**src/rtl/matrix_scan_mux.sv**
```systemverilog
// Double-buffered COLS x ROWS frame scanned column by column onto a multiplexed LED matrix,
// with a blanking gap between columns and a registered 1-based random-access pixel read.
module matrix_scan_mux #(
  parameter int COLS  = 5,
  parameter int ROWS  = 7,
  parameter int DWELL = 1000,
  parameter int BLANK = 2
) (
  input  logic                         CLK,
  input  logic                         RST,
  input  logic [COLS*ROWS-1:0]         FRAME_IN,
  input  logic                         LOAD_VALID,
  output logic                         LOAD_READY,
  input  logic                         EN,
  output logic [COLS-1:0]              COL_EN,
  output logic [ROWS-1:0]              ROW_DATA,
  output logic                         FRAME_DONE,
  input  logic [$clog2(COLS+1)-1:0]    PIX_COL,
  input  logic [$clog2(ROWS+1)-1:0]    PIX_ROW,
  output logic                         PIX_OUT
);

  localparam int N    = COLS * ROWS;
  localparam int CW   = $clog2(COLS + 1);
  localparam int RW   = $clog2(ROWS + 1);
  localparam int CLW  = (COLS > 1) ? $clog2(COLS) : 1;
  localparam int CMAX = (DWELL > BLANK) ? DWELL : BLANK;
  localparam int CNTW = (CMAX > 1) ? $clog2(CMAX) : 1;

  typedef enum logic [1:0] {IDLE, SHOW, GAP} state_t;

  state_t            state_q, state_d;
  logic [CLW-1:0]    col_q, col_d;
  logic [CNTW-1:0]   cnt_q, cnt_d;
  logic [N-1:0]      active_q, active_d;
  logic [N-1:0]      shadow_q, shadow_d;
  logic              pending_q, pending_d;
  logic [COLS-1:0]   col_en_q, col_en_d;
  logic [ROWS-1:0]   row_data_q, row_data_d;
  logic              frame_done_q, frame_done_d;
  logic              pix_out_q, pix_out_d;
  logic              load_ready_q, load_ready_d;
  logic              last_col, wrap;
  logic [CLW-1:0]    next_col;

  function automatic logic [ROWS-1:0] col_bits(input logic [N-1:0] f, input logic [CLW-1:0] c);
    col_bits = '0;
    for (int i = 0; i < COLS; i++)
      if (c == CLW'(i)) col_bits = f[i*ROWS +: ROWS];
  endfunction

  always_comb begin
    state_d      = state_q;
    col_d        = col_q;
    cnt_d        = cnt_q;
    active_d     = active_q;
    shadow_d     = shadow_q;
    pending_d    = pending_q;
    wrap         = 1'b0;
    last_col     = (col_q == CLW'(COLS - 1));
    next_col     = last_col ? '0 : col_q + 1'b1;

    if (LOAD_VALID && load_ready_q) begin
      shadow_d  = FRAME_IN;
      pending_d = 1'b1;
    end

    case (state_q)
      IDLE: begin
        if (EN) begin
          state_d = SHOW;
          col_d   = '0;
          cnt_d   = '0;
        end
      end
      SHOW: begin
        if (!EN) begin
          state_d = IDLE;
          col_d   = '0;
          cnt_d   = '0;
        end else if (cnt_q == CNTW'(DWELL - 1)) begin
          cnt_d = '0;
          if (BLANK > 0) begin
            state_d = GAP;
          end else begin
            col_d = next_col;
            wrap  = last_col;
          end
        end else begin
          cnt_d = cnt_q + 1'b1;
        end
      end
      GAP: begin
        if (!EN) begin
          state_d = IDLE;
          col_d   = '0;
          cnt_d   = '0;
        end else if (cnt_q == CNTW'(BLANK - 1)) begin
          state_d = SHOW;
          cnt_d   = '0;
          col_d   = next_col;
          wrap    = last_col;
        end else begin
          cnt_d = cnt_q + 1'b1;
        end
      end
      default: begin
        state_d = IDLE;
        col_d   = '0;
        cnt_d   = '0;
      end
    endcase

    // The active buffer only changes between frames or while idle, never mid-frame.
    if (pending_q && (wrap || state_q == IDLE)) begin
      active_d  = shadow_q;
      pending_d = 1'b0;
    end

    // Ready drops right after a load but only rises one cycle after the promotion.
    load_ready_d = !(pending_q || pending_d);
    frame_done_d = wrap;
    col_en_d     = (state_d == SHOW) ? (COLS'(1) << col_d) : '0;
    row_data_d   = (state_d == SHOW) ? col_bits(active_d, col_d) : '0;

    pix_out_d = 1'b0;
    for (int c = 0; c < COLS; c++)
      for (int r = 0; r < ROWS; r++)
        if (PIX_COL == CW'(c + 1) && PIX_ROW == RW'(r + 1))
          pix_out_d = active_q[c*ROWS + r];
  end

  always_ff @(posedge CLK) begin
    if (RST) begin
      state_q      <= IDLE;
      col_q        <= '0;
      cnt_q        <= '0;
      active_q     <= '0;
      shadow_q     <= '0;
      pending_q    <= 1'b0;
      col_en_q     <= '0;
      row_data_q   <= '0;
      frame_done_q <= 1'b0;
      pix_out_q    <= 1'b0;
      load_ready_q <= 1'b0;
    end else begin
      state_q      <= state_d;
      col_q        <= col_d;
      cnt_q        <= cnt_d;
      active_q     <= active_d;
      shadow_q     <= shadow_d;
      pending_q    <= pending_d;
      col_en_q     <= col_en_d;
      row_data_q   <= row_data_d;
      frame_done_q <= frame_done_d;
      pix_out_q    <= pix_out_d;
      load_ready_q <= load_ready_d;
    end
  end

  assign COL_EN     = col_en_q;
  assign ROW_DATA   = row_data_q;
  assign FRAME_DONE = frame_done_q;
  assign PIX_OUT    = pix_out_q;
  assign LOAD_READY = load_ready_q;

endmodule
```
**config.mk**
```make
export PLATFORM = sky130hd
export DESIGN_NAME = matrix_scan_mux
export DESIGN_NICKNAME = d
export VERILOG_FILES = /design/src/rtl/matrix_scan_mux.sv
export SDC_FILE = /design/constraint.sdc
export NUM_CORES = 1
export LEC_CHECK = 0
export ABC_CLOCK_PERIOD_IN_PS = 8590
export CORE_MARGIN = 2
export CORE_UTILIZATION = 60
export DETAILED_ROUTE_END_ITERATION = 8
export PLACE_DENSITY = 0.9
export SYNTH_ARGS = -nofsm -noshare
export SYNTH_HDL_FRONTEND = slang
export SYNTH_SLANG_ARGS = --single-unit
```
**constraint.sdc**
```tcl
create_clock -name CLK -period 8.59 [get_ports CLK]
set_input_delay 2.1475 -clock CLK [delete_from_list [all_inputs] [get_ports CLK]]
set_output_delay 2.1475 -clock CLK [all_outputs]
set_load 0.01 [all_outputs]
```
==> results of run 1 <==
per-layer routing:
metal,vias to the layer above,global-route usage,part of all wire
met4,0,0.0894,0.019
met1,2080,0.394,0.43
met2,187,0.481,0.47
met3,22,0.0604,0.076
li1,2109,-,-
met5,-,0,0
layout by cell type (no fill, tap or decap), types with 10 or more instances in the layout:
cell type,n
nand2_1,102
dfxtp_1,101
nor2_1,67
clkdlybuf4s50_1,58
a21oi_1,57
mux2i_1,38
o21ai_0,18
nor3_1,14
inv_1,10
clkbuf_8,10
sequential cells by signal, summed over array words and instances, names as in the netlist:
name        flops
COL_EN          5
FRAME_DONE      1
LOAD_READY      1
PIX_OUT         1
ROW_DATA        7
active_q       35
cnt_q          10
col_q           3
pending_q       1
shadow_q       35
state_q         2
cell usage after synthesis, drive strengths merged (2+ instances only):
cell type and count:
a2bb2oi 7, dfxtp 101, or4 2, nor2 67
o21ai 19, o21a 2, clkbuf 30, mux2i 38
a32oi 2, nand4 2, a221o 2, xor2 2
nand2 102, nor4b 2, o22ai 3, nand3 7
a22oi 2, a221oi 8, and3 3, nor4 3
inv 10, o21bai 3, and2 8, a21oi 57
ha 8, a31oi 3, o31ai 2, a311o 2
or3 5, mux2 4, o211a 7, a211oi 3
nor3 14, nand3b 2, nand2b 4, a211o 7
or3b 2, buf 9, nor2b 9
final timing paths:
path,cells after the start,slack (ns),from,to
setup / recovery,8,3.78,EN,ROW_DATA[2]$_SDFF_PP0_
hold / removal,2,0.46,shadow_q[2]$_SDFFE_PP0P_,shadow_q[2]$_SDFFE_PP0P_
setup reg to reg,8,5.14,cnt_q[0]$_SDFFE_PP0P_,ROW_DATA[2]$_SDFF_PP0_
hold reg to reg,2,0.46,shadow_q[2]$_SDFFE_PP0P_,shadow_q[2]$_SDFFE_PP0P_
cell families after synthesis:
logic type | after synthesis | share of synthesized area
multiplexers | 43 | 0.0931
XOR/XNOR | 3 | 0.00546
buffers and inverters | 49 | 0.0395
AND/OR/NAND/NOR | 236 | 0.227
adder cells (fa/ha/maj) | 8 | 0.0208
AO/OA/AOI/OAI | 140 | 0.194
flip-flops | 101 | 0.420
metrics by stage:
step                 util  total power [uW]  instances
floorplan               -               555        580
detailed placement  0.697               594        706
finish              0.725               906        722
global route        0.725               937        722
global placement    0.697               590        706
CTS                 0.725               908        722
worst min-delay path, delay by kind of cell (launching register included):
family / cells / cell delay, ns
AO/OA/AOI/OAI: 1 / 0.05
flip-flops: 1 / 0.32
AND/OR/NAND/NOR: 1 / 0.05
power by group:
group	switching (uW)	internal, uW
Clock	173	148
Sequential	8.84	480
Combinational	51.9	44.0
cell type report:
| class | instances | share of cell area |
|---|---|---|
| multi-input combinational | 430 | 0.464 |
| sequential | 101 | 0.359 |
| timing repair buffer | 63 | 0.109 |
| clock buffer | 10 | 0.0245 |
| tap | 102 | 0.0227 |
| clock inverter | 6 | 0.0133 |
| inverter | 10 | 0.00667 |
==> results.rst, run 1 <==
.. list-table::
   :header-rows: 1

   * - Metric
     - Value
   * - Global-route wire length before repair
     - 20,300 um
   * - Post-detailed-route via-to-cell ratio
     - 6.09
   * - Total area of multi-input combinational cells
     - 0.00261 sq mm
   * - Initial core utilization
     - 0.620
   * - Pin count of the biggest net entering global routing
     - 89
   * - Fin crit share
     - 0.560
   * - Synthesized instance count
     - 580
   * - Final std cell area, no fill
     - 0.00563 sq mm
   * - Maximum level of the CTS H-tree
     - 3
   * - Global router's overall resource usage
     - 0.295
   * - Clock-pin transition on the worst setup and hold timing paths
     - 0.09 ns
   * - Final slew viol count
     - 0
   * - Count of maximum capacitance violations
     - 0
   * - Input/output buffers
     - 59
   * - Final count of hold timing violations
     - 0
   * - Pwr dens
     - 161 mW/mm^2
   * - Pre-Repair DR Iteration Count
     - 5
   * - Violation count after the first detailed-routing iteration
     - 352
   * - Pin slew with the least headroom to its limit
     - 1.22 ns
   * - Overall die area
     - ~0.0088 sq mm
   * - Sequential-to-total area share from yosys stat
     - 0.420
   * - Worst hold path type
     - reg -> reg
   * - IR drop worst, VDD
     - 0.000117 V
   * - CTS tree
     - yes
   * - Number of gates given a new drive strength after cts
     - 0
   * - Worst-Skew Late Latency
     - 0.38 ns
   * - Placed Area
     - between 0.005 and 0.006 sq mm
   * - Setup slack at placement
     - 3.48 ns
   * - Achievable clock frequency
     - 208 MHz
   * - Total wire length
     - 12,500 um
   * - Number of filler instances in the final layout
     - 592
   * - Area share of the largest cell type after synthesis
     - 0.420
   * - Count of final setup violators
     - 0
   * - Vias in the first global route
     - 4,081
   * - Result of the run
     - complete, no violations
   * - GP Congestion
     - 0.951
   * - Mapped Area
     - between 0.004 and 0.005 sq mm
   * - Setup repair after global routing missed its margin
     - false
   * - Path type of the worst setup path
     - in -> reg
   * - Number of design rule violations left after detail routing
     - 0
   * - Library cells used by synthesis
     - 62
   * - Sum of overflow across all layers after global routing
     - 0
   * - Area inside the core boundary
     - 0.00777 sq mm
   * - Critical path required time
     - 8.86 ns
   * - Die X
     - about 94 um
   * - Row count
     - 32
   * - Antenna violations before repair
     - 0
   * - LEAKAGE
     - 0.00225 uW
   * - Dominant register cell in the synthesized netlist
     - dfxtp_1
   * - Net count of the finished layout
     - 668
   * - Fin crit period
     - 4.81 ns
   * - Number of storage elements in the synthesis netlist
     - 101
   * - Flip-flop and latch area
     - 0.00202 sq mm
   * - Antenna diode count
     - 0
   * - Top cells by area, synth
     - dfxtp_1 (42%), nand2_1 (8.0%), mux2i_1 (7.9%)
   * - Clock buffer depth
     - 2
   * - Crit path max fanout
     - 36
   * - Detail-routed net length per standard cell
     - about 17 um
   * - Cell taking the most area after synthesis
     - dfxtp_1
   * - Vertical die dimension
     - around 94 um
   * - Warnings, synthesis
     - 0
   * - Async set-reset flop share out of synthesis
     - 0
   * - TritonCTS sink count
     - 101
   * - CTS Hold Buffers Added
     - 0
   * - Worst Setup Slack, final
     - about 3.8 ns
   * - Mean post-synth cell area
     - approximately 8.3 sq um
   * - Fraction of final layout cells with drive strength greater than 1
     - 0.0597
   * - Sum of negative setup slack
     - 0 ns
   * - Largest delay share family, worst path
     - simple AND/OR/NAND/NOR gates
   * - Critical path's slowest cell
     - nor3_1
   * - Worst slew slack as a fraction of its limit
     - 0.188
   * - Kind of start point of the critical path
     - primary input
   * - Tightest hold margin
     - 0.465 ns
   * - Buffers inserted by post-CTS timing repair
     - 0
   * - Antenna violation net count after detailed routing
     - 0
   * - Crit. End Element
     - register
   * - Delay of the slowest cell on the worst path
     - between 0.7 and 0.8 ns
   * - Clock root cell
     - clkbuf_8
   * - Number of buffers created by CTS
     - 9
   * - Critical path, cell by cell
     - clkdlybuf4s50_1, nand4_1, nor4_1, o21ai_4, buf_4, nor3_1, a221oi_1, o211a_1
   * - Clock Skew
     - 0.00840 ns
   * - I/O Pins
     - 60
   * - Data arrival time of the critical path
     - slightly above 5 ns
   * - Count of buffer and inverter cells on the critical path
     - 2
   * - EDFF count, synth
     - 0
   * - Layout area overhead
     - 16.9%
   * - Synthesized netlist net count
     - 633
   * - Via Count
     - 4,398
   * - Detailed-placement wirelength estimate
     - approximately 8800 um
Power figures use the tool's default switching activity.
==> inputs of run 2 (changes only) <==
- ABC_CLOCK_PERIOD_IN_PS: 8590 -> 4100
- CORE_UTILIZATION: 60 -> 50
- PLACE_DENSITY: 0.9 -> 0.81
- clock period: 8.59 -> 4.1 ns (I/O delays scaled with it)
==> run 2 against run 1 <==
  * Via count decreased by 1.9%
  * Final cell count is 4.3% higher
  * Critical endpoint is now ROW_DATA[6]$_SDFF_PP0_
  * Critical path type unchanged
  * Critical path depth shrank 1
  * First-iteration DRC count is 11% higher
  * Count of clock-buffer cells in the layout shrank 1
  * Flip-flop and latch count did not move
==> results.rst, run 2 (synthesis results as in run 1) <==
.. list-table::
   :header-rows: 1

   * - Metric
     - Value
   * - Global-route wire length before repair
     - 20,600 um (+1.3%)
   * - Critical path, cell by cell
     - clkdlybuf4s50_1, nand4_1, nor4_1, o21ai_4, nor3_1, a221oi_1, o211a_1
   * - LEAKAGE
     - 0.00227 uW (+0.60%)
   * - Worst-Skew Late Latency
     - 0.38 ns (about the same)
   * - Global routing usage on met1
     - 0.366 (-0.0284)
   * - Path type of the worst setup path
     - in -> reg
   * - Achievable clock frequency
     - approximately 300 MHz
   * - Placed Area
     - 0.00549 sq mm (+1.4%)
   * - Vertical die dimension
     - 102 um (+9.1%)
   * - CTS Hold Buffers Added
     - 0 (unchanged)
   * - Setup repair after global routing missed its margin
     - false
   * - Number of instances in the placed design
     - 737 (+4.4%)
   * - Crit. End Element
     - register
   * - Switching share of power
     - 0.274 (+0.0162)
   * - Crit path max fanout
     - 9 (-75%)
   * - Maximum level of the CTS H-tree
     - 3 (unchanged)
   * - Fin crit period
     - 3.37 ns
   * - Die X
     - 102 um (+9.1%)
   * - Vias in the first global route
     - 4,054 (-0.66%)
   * - Flip-flop and latch area
     - 0.00202 sq mm (unchanged)
   * - Pin count of the biggest net entering global routing
     - 88 (-1.1%)
   * - Part of the total power dissipated in the clock network
     - 0.333 (-0.022)
   * - Number of buffers created by CTS
     - 9 (unchanged)
   * - Clock-pin transition on the worst setup and hold timing paths
     - 0.10 ns (about the same)
   * - Detail-routed net length per standard cell
     - 16.8 um (-2.6%)
   * - Total wire length
     - 12,700 um (+1.6%)
   * - Initial core utilization
     - 0.518 (-0.101)
   * - Layout area overhead
     - 18.1%
   * - Post-detailed-route via-to-cell ratio
     - 5.73 (-6.0%)
   * - Final slew viol count
     - 0 (unchanged)
   * - Number of design rule violations left after detail routing
     - 0 (unchanged)
   * - CTS tree
     - yes
   * - Count of final setup violators
     - 0 (unchanged)
   * - Detailed-placement wirelength estimate
     - 9100 um (+3.3%)
   * - Violation count after the first detailed-routing iteration
     - 390 (+11%)
   * - Antenna violation net count after detailed routing
     - 0 (unchanged)
   * - Count of buffer and inverter cells on the critical path
     - 1 (-1)
   * - Sum of overflow across all layers after global routing
     - 0 (unchanged)
   * - Delay of the slowest cell on the worst path
     - 0.76 ns (about the same)
   * - Pin slew with the least headroom to its limit
     - 1.18 ns (-0.0348 ns)
   * - Net count of the finished layout
     - 672 (+0.60%)
   * - Worst slew slack as a fraction of its limit
     - 0.211 (+0.0233)
   * - Buffers inserted by post-CTS timing repair
     - 0 (unchanged)
   * - Fraction of final layout cells with drive strength greater than 1
     - 0.0657 (+0.00603)
   * - Final std cell area, no fill
     - 0.00568 sq mm (+0.98%)
   * - Clock root cell
     - clkbuf_8
   * - Largest delay share family, worst path
     - simple AND/OR/NAND/NOR gates
   * - Grt peak-use layer
     - met2
   * - Part of the total power dissipated in sequential elements
     - 0.557 (+0.018)
   * - Switching pwr
     - 505 uW (+120%)
   * - Data arrival time of the critical path
     - 3.64 ns (-1.44 ns)
   * - Number of gates given a new drive strength after cts
     - 0 (unchanged)
   * - Internal power summed over all cells
     - 1340 uW (+99%)
   * - Antenna violations before repair
     - 0 (unchanged)
   * - Via Count
     - 4,313 (-1.9%)
   * - GP Congestion
     - 0.970 (+1.9%)
   * - Clock buffer depth
     - 2 (unchanged)
   * - Final count of hold timing violations
     - 0 (unchanged)
   * - Global Route met2 Usage
     - 0.388 (-0.0938)
   * - Most frequent cells in the layout
     - nand2_1 (102), dfxtp_1 (101), nor2_1 (67)
   * - Result of the run
     - complete, no violations
   * - TritonCTS sink count
     - 101 (unchanged)
   * - Antenna diode count
     - 0 (unchanged)
   * - Critical path's slowest cell
     - nor3_1
   * - Overall die area
     - 0.0104 sq mm (+19%)
   * - Input/output buffers
     - 59 (unchanged)
   * - Total area of multi-input combinational cells
     - 0.00261 sq mm (unchanged)
   * - Pre-Repair DR Iteration Count
     - 5 (unchanged)
   * - Row count
     - 35 (+9.4%)
   * - Number of filler instances in the final layout
     - 846 (+43%)
   * - Count of maximum capacitance violations
     - 0 (unchanged)
   * - IR drop worst, VDD
     - 0.000234 V (+99%)
   * - Most common cell after layout, fill and taps aside
     - nand2_1
   * - Worst hold path type
     - reg -> reg
   * - Post-Layout Cell Count
     - 753 (+4.3%)
   * - Fin crit share
     - 0.822
   * - I/O Pins
     - 60 (unchanged)
   * - Clock Skew
     - 0.0111 ns (+0.00268 ns)
   * - Kind of start point of the critical path
     - primary input
   * - Sum of negative setup slack
     - 0 ns (unchanged)
   * - Pwr dens
     - 324 mW/mm^2 (+100%)
   * - Critical path required time
     - 4.37 ns (-4.49 ns)
   * - Area inside the core boundary
     - 0.00928 sq mm (+20%)
   * - Global router's overall resource usage
     - 0.255 (-0.0401)
   * - Logic pwr share
     - 0.111 (+0.005)
   * - Grt met3 use
     - 0.0636 (+0.00318)
   * - Registers with the highest flip-flop counts
     - active_q (35), shadow_q (35), cnt_q (10)
==> run 2: cell types whose count changed in the layout (fill, tap and decap cells not counted), sizes merged <==
cell,change
clkbuf,-1
clkinv,+2
buf,+4
bufinv,-1
==> run 2: layout make-up <==
type,instances,share of cell area
flip-flops and latches,101,0.356
well taps,129,0.0284
inverters,10,0.00661
repair buffers,67,0.116
clock inverters,7,0.0119
multi-input cells,430,0.460
clock buffers,9,0.0218
==> run 2: per-layer routing <==
metal / vias to the layer above / routed length, um
li1: 2111 / -
met4: 0 / 188
met3: 21 / 857
met1: 2019 / 5880
met2: 162 / 5720
met5: - / 0
==> run 2: worst reg2reg max path: cells and delay by family, from the launching register on <==
family,cells,cell delay (ns)
flip-flops,1,0.43
AND/OR/NAND/NOR,3,1.99
adder cells (fa/ha/maj),1,0.20
AO/OA/AOI/OAI,3,0.45
==> run 2: power groups by stage <==
stage	clock [uW]	combinational [uW]	sequential, uW
6_report	613	204	1020
5_1_grt	671	225	1030
4_1_cts	626	203	1020
3_5_place_dp	0	203	1050
3_3_place_gp	0	200	1050
2_1_floorplan	0	123	1040
==> run 2: per-stage QoR <==
stage           util  power (uW)  setup slack, ns  hold slack (ns)
2_1_floorplan      -        1160             1.08            0.436
3_3_place_gp   0.592        1250            0.492            0.446
3_5_place_dp   0.592        1250            0.425            0.452
4_1_cts        0.612        1850            0.814            0.467
5_1_grt        0.612        1920            0.548            0.479
6_report       0.612        1840            0.732            0.469
==> run 2: final timing paths <==
check	from	to	slack (ns)	depth (start not counted)
hold / removal	shadow_q[34]$_SDFFE_PP0P_	shadow_q[34]$_SDFFE_PP0P_	0.47	2
hold reg to reg	shadow_q[34]$_SDFFE_PP0P_	shadow_q[34]$_SDFFE_PP0P_	0.47	2
setup reg to reg	cnt_q[0]$_SDFFE_PP0P_	ROW_DATA[6]$_SDFF_PP0_	0.94	7
setup / recovery	EN	ROW_DATA[6]$_SDFF_PP0_	0.73	7
==> inputs of run 3 (changes only) <==
- ABC_CLOCK_PERIOD_IN_PS: 4100 -> 3200
- CORE_UTILIZATION: 50 -> 56
- PLACE_DENSITY: 0.81 -> 0.85
- clock period: 4.1 -> 3.2 ns (I/O delays scaled with it)
==> run 3 against run 2 <==
  * Die area fell by 10%
  * First-iteration DRC count fell by 27%
  * Sequential power rose by 28%
  * Power rose by 30%
  * Critical path depth rose by 1
  * Count of clock-buffer cells in the layout did not move
  * Core utilization rose by 9.0 points
  * Worst hold slack got worse by 0.0037 ns
==> results.rst, run 3 (synthesis results as in run 1) <==
.. list-table::
   :header-rows: 1

   * - Metric
     - Value
   * - Result of the run
     - complete, no violations
   * - Area inside the core boundary
     - 0.00826 sq mm (-11%)
   * - Path type of the worst setup path
     - reg -> reg
   * - Critical path's slowest cell
     - nor3_1
   * - Clock buffer depth
     - 2 (unchanged)
   * - Worst slew slack as a fraction of its limit
     - 0.430 (+0.219)
   * - Fin crit share
     - 0.950
   * - Crit path max fanout
     - 7 (-2)
   * - Global-route wire length before repair
     - 21,300 um (+3.4%)
   * - Number of design rule violations left after detail routing
     - 0 (unchanged)
   * - Layout area overhead
     - 20.4%
   * - Flip-flop and latch area
     - 0.00202 sq mm (unchanged)
   * - Pin slew with the least headroom to its limit
     - 0.848 ns (-0.332 ns)
   * - Initial core utilization
     - 0.583 (+0.0644)
   * - Post-Route Utilization
     - 0.702 (+0.0897)
   * - Maximum level of the CTS H-tree
     - 3 (unchanged)
   * - Total wire length
     - 13,100 um (+3.2%)
   * - Number of buffers created by CTS
     - 9 (unchanged)
   * - Vertical die dimension
     - 96.7 um (-5.3%)
   * - Pwr dens
     - 413 mW/mm^2 (+27%)
   * - Most common cell after layout, fill and taps aside
     - nand2_1
   * - Overall die area
     - 0.00935 sq mm (-10%)
   * - Number of instances in the placed design
     - 728 (-1.2%)
   * - Tot Pwr
     - 2390 uW (+30%)
   * - Post-Layout Cell Count
     - 744 (-1.2%)
   * - Global router's overall resource usage
     - 0.278 (+0.0233)
   * - Buffers inserted by post-CTS timing repair
     - 0 (unchanged)
   * - Final slew viol count
     - 0 (unchanged)
   * - Row count
     - 33 (-5.7%)
   * - I/O Pins
     - 60 (unchanged)
   * - Critical path's most frequent cell
     - nand3_4
   * - Tightest hold margin
     - 0.465 ns (-0.00366 ns)
   * - Final count of hold timing violations
     - 0 (unchanged)
   * - Pre-Repair DR Iteration Count
     - 5 (unchanged)
   * - Critical path required time
     - 3.48 ns (-0.89 ns)
   * - Worst Setup Slack, final
     - 0.160 ns (-0.572 ns)
   * - Worst hold path type
     - reg -> reg
   * - Clock-pin transition on the worst setup and hold timing paths
     - 0.11 ns (about the same)
   * - Count of maximum capacitance violations
     - 0 (unchanged)
   * - Number of cells on the worst reg-to-reg path
     - 8 (+1)
   * - Fraction of final layout cells with drive strength greater than 1
     - 0.0892 (+0.0235)
   * - Net count of the finished layout
     - 687 (+2.2%)
   * - Data arrival time of the critical path
     - 3.32 ns (-0.32 ns)
   * - Sum of overflow across all layers after global routing
     - 0 (unchanged)
   * - Detailed-placement wirelength estimate
     - 9670 um (+6.3%)
   * - Detail-routed net length per standard cell
     - 17.5 um (+4.4%)
   * - Register-to-Register Setup Slack
     - 0.16 ns (-0.78 ns)
   * - Setup repair after global routing missed its margin
     - false
   * - CTS tree
     - yes
   * - Fin crit period
     - 3.04 ns
   * - Clock root cell
     - clkbuf_8
   * - Worst-Skew Late Latency
     - 0.38 ns (about the same)
   * - Count of final setup violators
     - 0 (unchanged)
   * - Vias in the first global route
     - 4,139 (+2.1%)
   * - Antenna violations before repair
     - 0 (unchanged)
   * - Crit. End Element
     - register
   * - LEAKAGE
     - 0.00235 uW (+3.5%)
   * - Setup slack at placement
     - -0.0516 ns (-0.477 ns)
   * - Worst Hold Depth
     - 2 (unchanged)
   * - R2r endpoint
     - ROW_DATA[6]$_SDFF_PP0_
   * - Die X
     - 96.7 um (-5.3%)
   * - Most frequent cells in the layout
     - nand2_1 (102), dfxtp_1 (101), nor2_1 (67)
   * - Input/output buffers
     - 59 (unchanged)
   * - Crit path launch
     - cnt_q[0]$_SDFFE_PP0P_
   * - Violation count after the first detailed-routing iteration
     - 284 (-27%)
   * - Total area of multi-input combinational cells
     - 0.00262 sq mm (+0.24%)
   * - Number of filler instances in the final layout
     - 708 (-16%)
   * - Min-delay src
     - shadow_q[32]$_SDFFE_PP0P_
   * - Via Count
     - 4,488 (+4.1%)
   * - Delay of the slowest cell on the worst path
     - 0.67 ns (-0.09 ns)
   * - Capture endpoint of the worst hold path
     - shadow_q[32]$_SDFFE_PP0P_
   * - GP Congestion
     - 0.939 (-3.2%)
   * - Clock Skew
     - 0.0105 ns (-0.000611 ns)
   * - Antenna violation net count after detailed routing
     - 0 (unchanged)
   * - Kind of start point of the critical path
     - register
   * - Registers with the highest flip-flop counts
     - active_q (35), shadow_q (35), cnt_q (10)
   * - Post-detailed-route via-to-cell ratio
     - 6.03 (+5.3%)
   * - TritonCTS sink count
     - 101 (unchanged)
   * - Crit Reg-Reg Startpoint
     - cnt_q[0]$_SDFFE_PP0P_
   * - IR drop worst, VDD
     - 0.000230 V (-1.5%)
   * - Pin count of the biggest net entering global routing
     - 64 (-27%)
   * - Antenna diode count
     - 0 (unchanged)
   * - Critical path, cell by cell
     - ha_1, or4b_4, or4_4, nand3_4, nand3_4, nor3_1, a221oi_1, o211a_1
   * - Achievable clock frequency
     - 329 MHz
[run 3: cell count changes in the layout (fill, tap and decap cells not counted), sizes merged]
cell	before	now
buf	9	24
clkinv	3	4
inv	14	13
[run 3: area by class of cell]
type,instances,share of cell area
Clock buffer,9,0.0214
Clock inverter,7,0.0136
Timing Repair Buffer,82,0.135
Sequential cell,101,0.349
Multi-Input combinational cell,430,0.452
Tap cell,105,0.0227
Inverter,10,0.00648
[run 3: where the power goes]
group          total, uW  internal (uW)  switching, uW
Sequential          1310           1290           24.5
Clock                809            310            500
Combinational        271            130            141
Total               2390           1730            666
[run 3: how the worst max path moves through the flow]
stage	to	slack, ns
after floorplan	ROW_DATA[3]$_SDFF_PP0_	0.40
after global placement	ROW_DATA[6]$_SDFF_PP0_	-0.005
after detailed placement	ROW_DATA[6]$_SDFF_PP0_	-0.05
after CTS	ROW_DATA[6]$_SDFF_PP0_	0.22
after global routing	ROW_DATA[6]$_SDFF_PP0_	0.04
final	ROW_DATA[6]$_SDFF_PP0_	0.16
[run 3: timing repair]
item | in CTS | in global routing
endpoints found under the setup margin | 0 | 7
gates resized for setup | 0 | 1
hold buffers | 0 | 0
[run 3: metrics by stage]
| step | TNS, ns | area (sq um) |
|---|---|---|
| after detailed placement | -0.127 | 5590 |
| after global placement | -0.00505 | 5590 |
| after global routing | 0 | 5800 |
| final | 0 | 5800 |
| after CTS | 0 | 5790 |
| after floorplan | 0 | 4810 |
[run 3: worst max-delay path: cells and delay by family, from the launching register on]
family	cells	cell delay [ns]
AND/OR/NAND/NOR	5	1.97
AO/OA/AOI/OAI	2	0.36
flip-flops	1	0.42
adder cells (fa/ha/maj)	1	0.19
[run 3: routing by layer]
layer | wire, um | track usage
met5 | 0 | 0
met4 | 252 | 0.0845
met3 | 678 | 0.0434
met2 | 6200 | 0.445
met1 | 5920 | 0.388
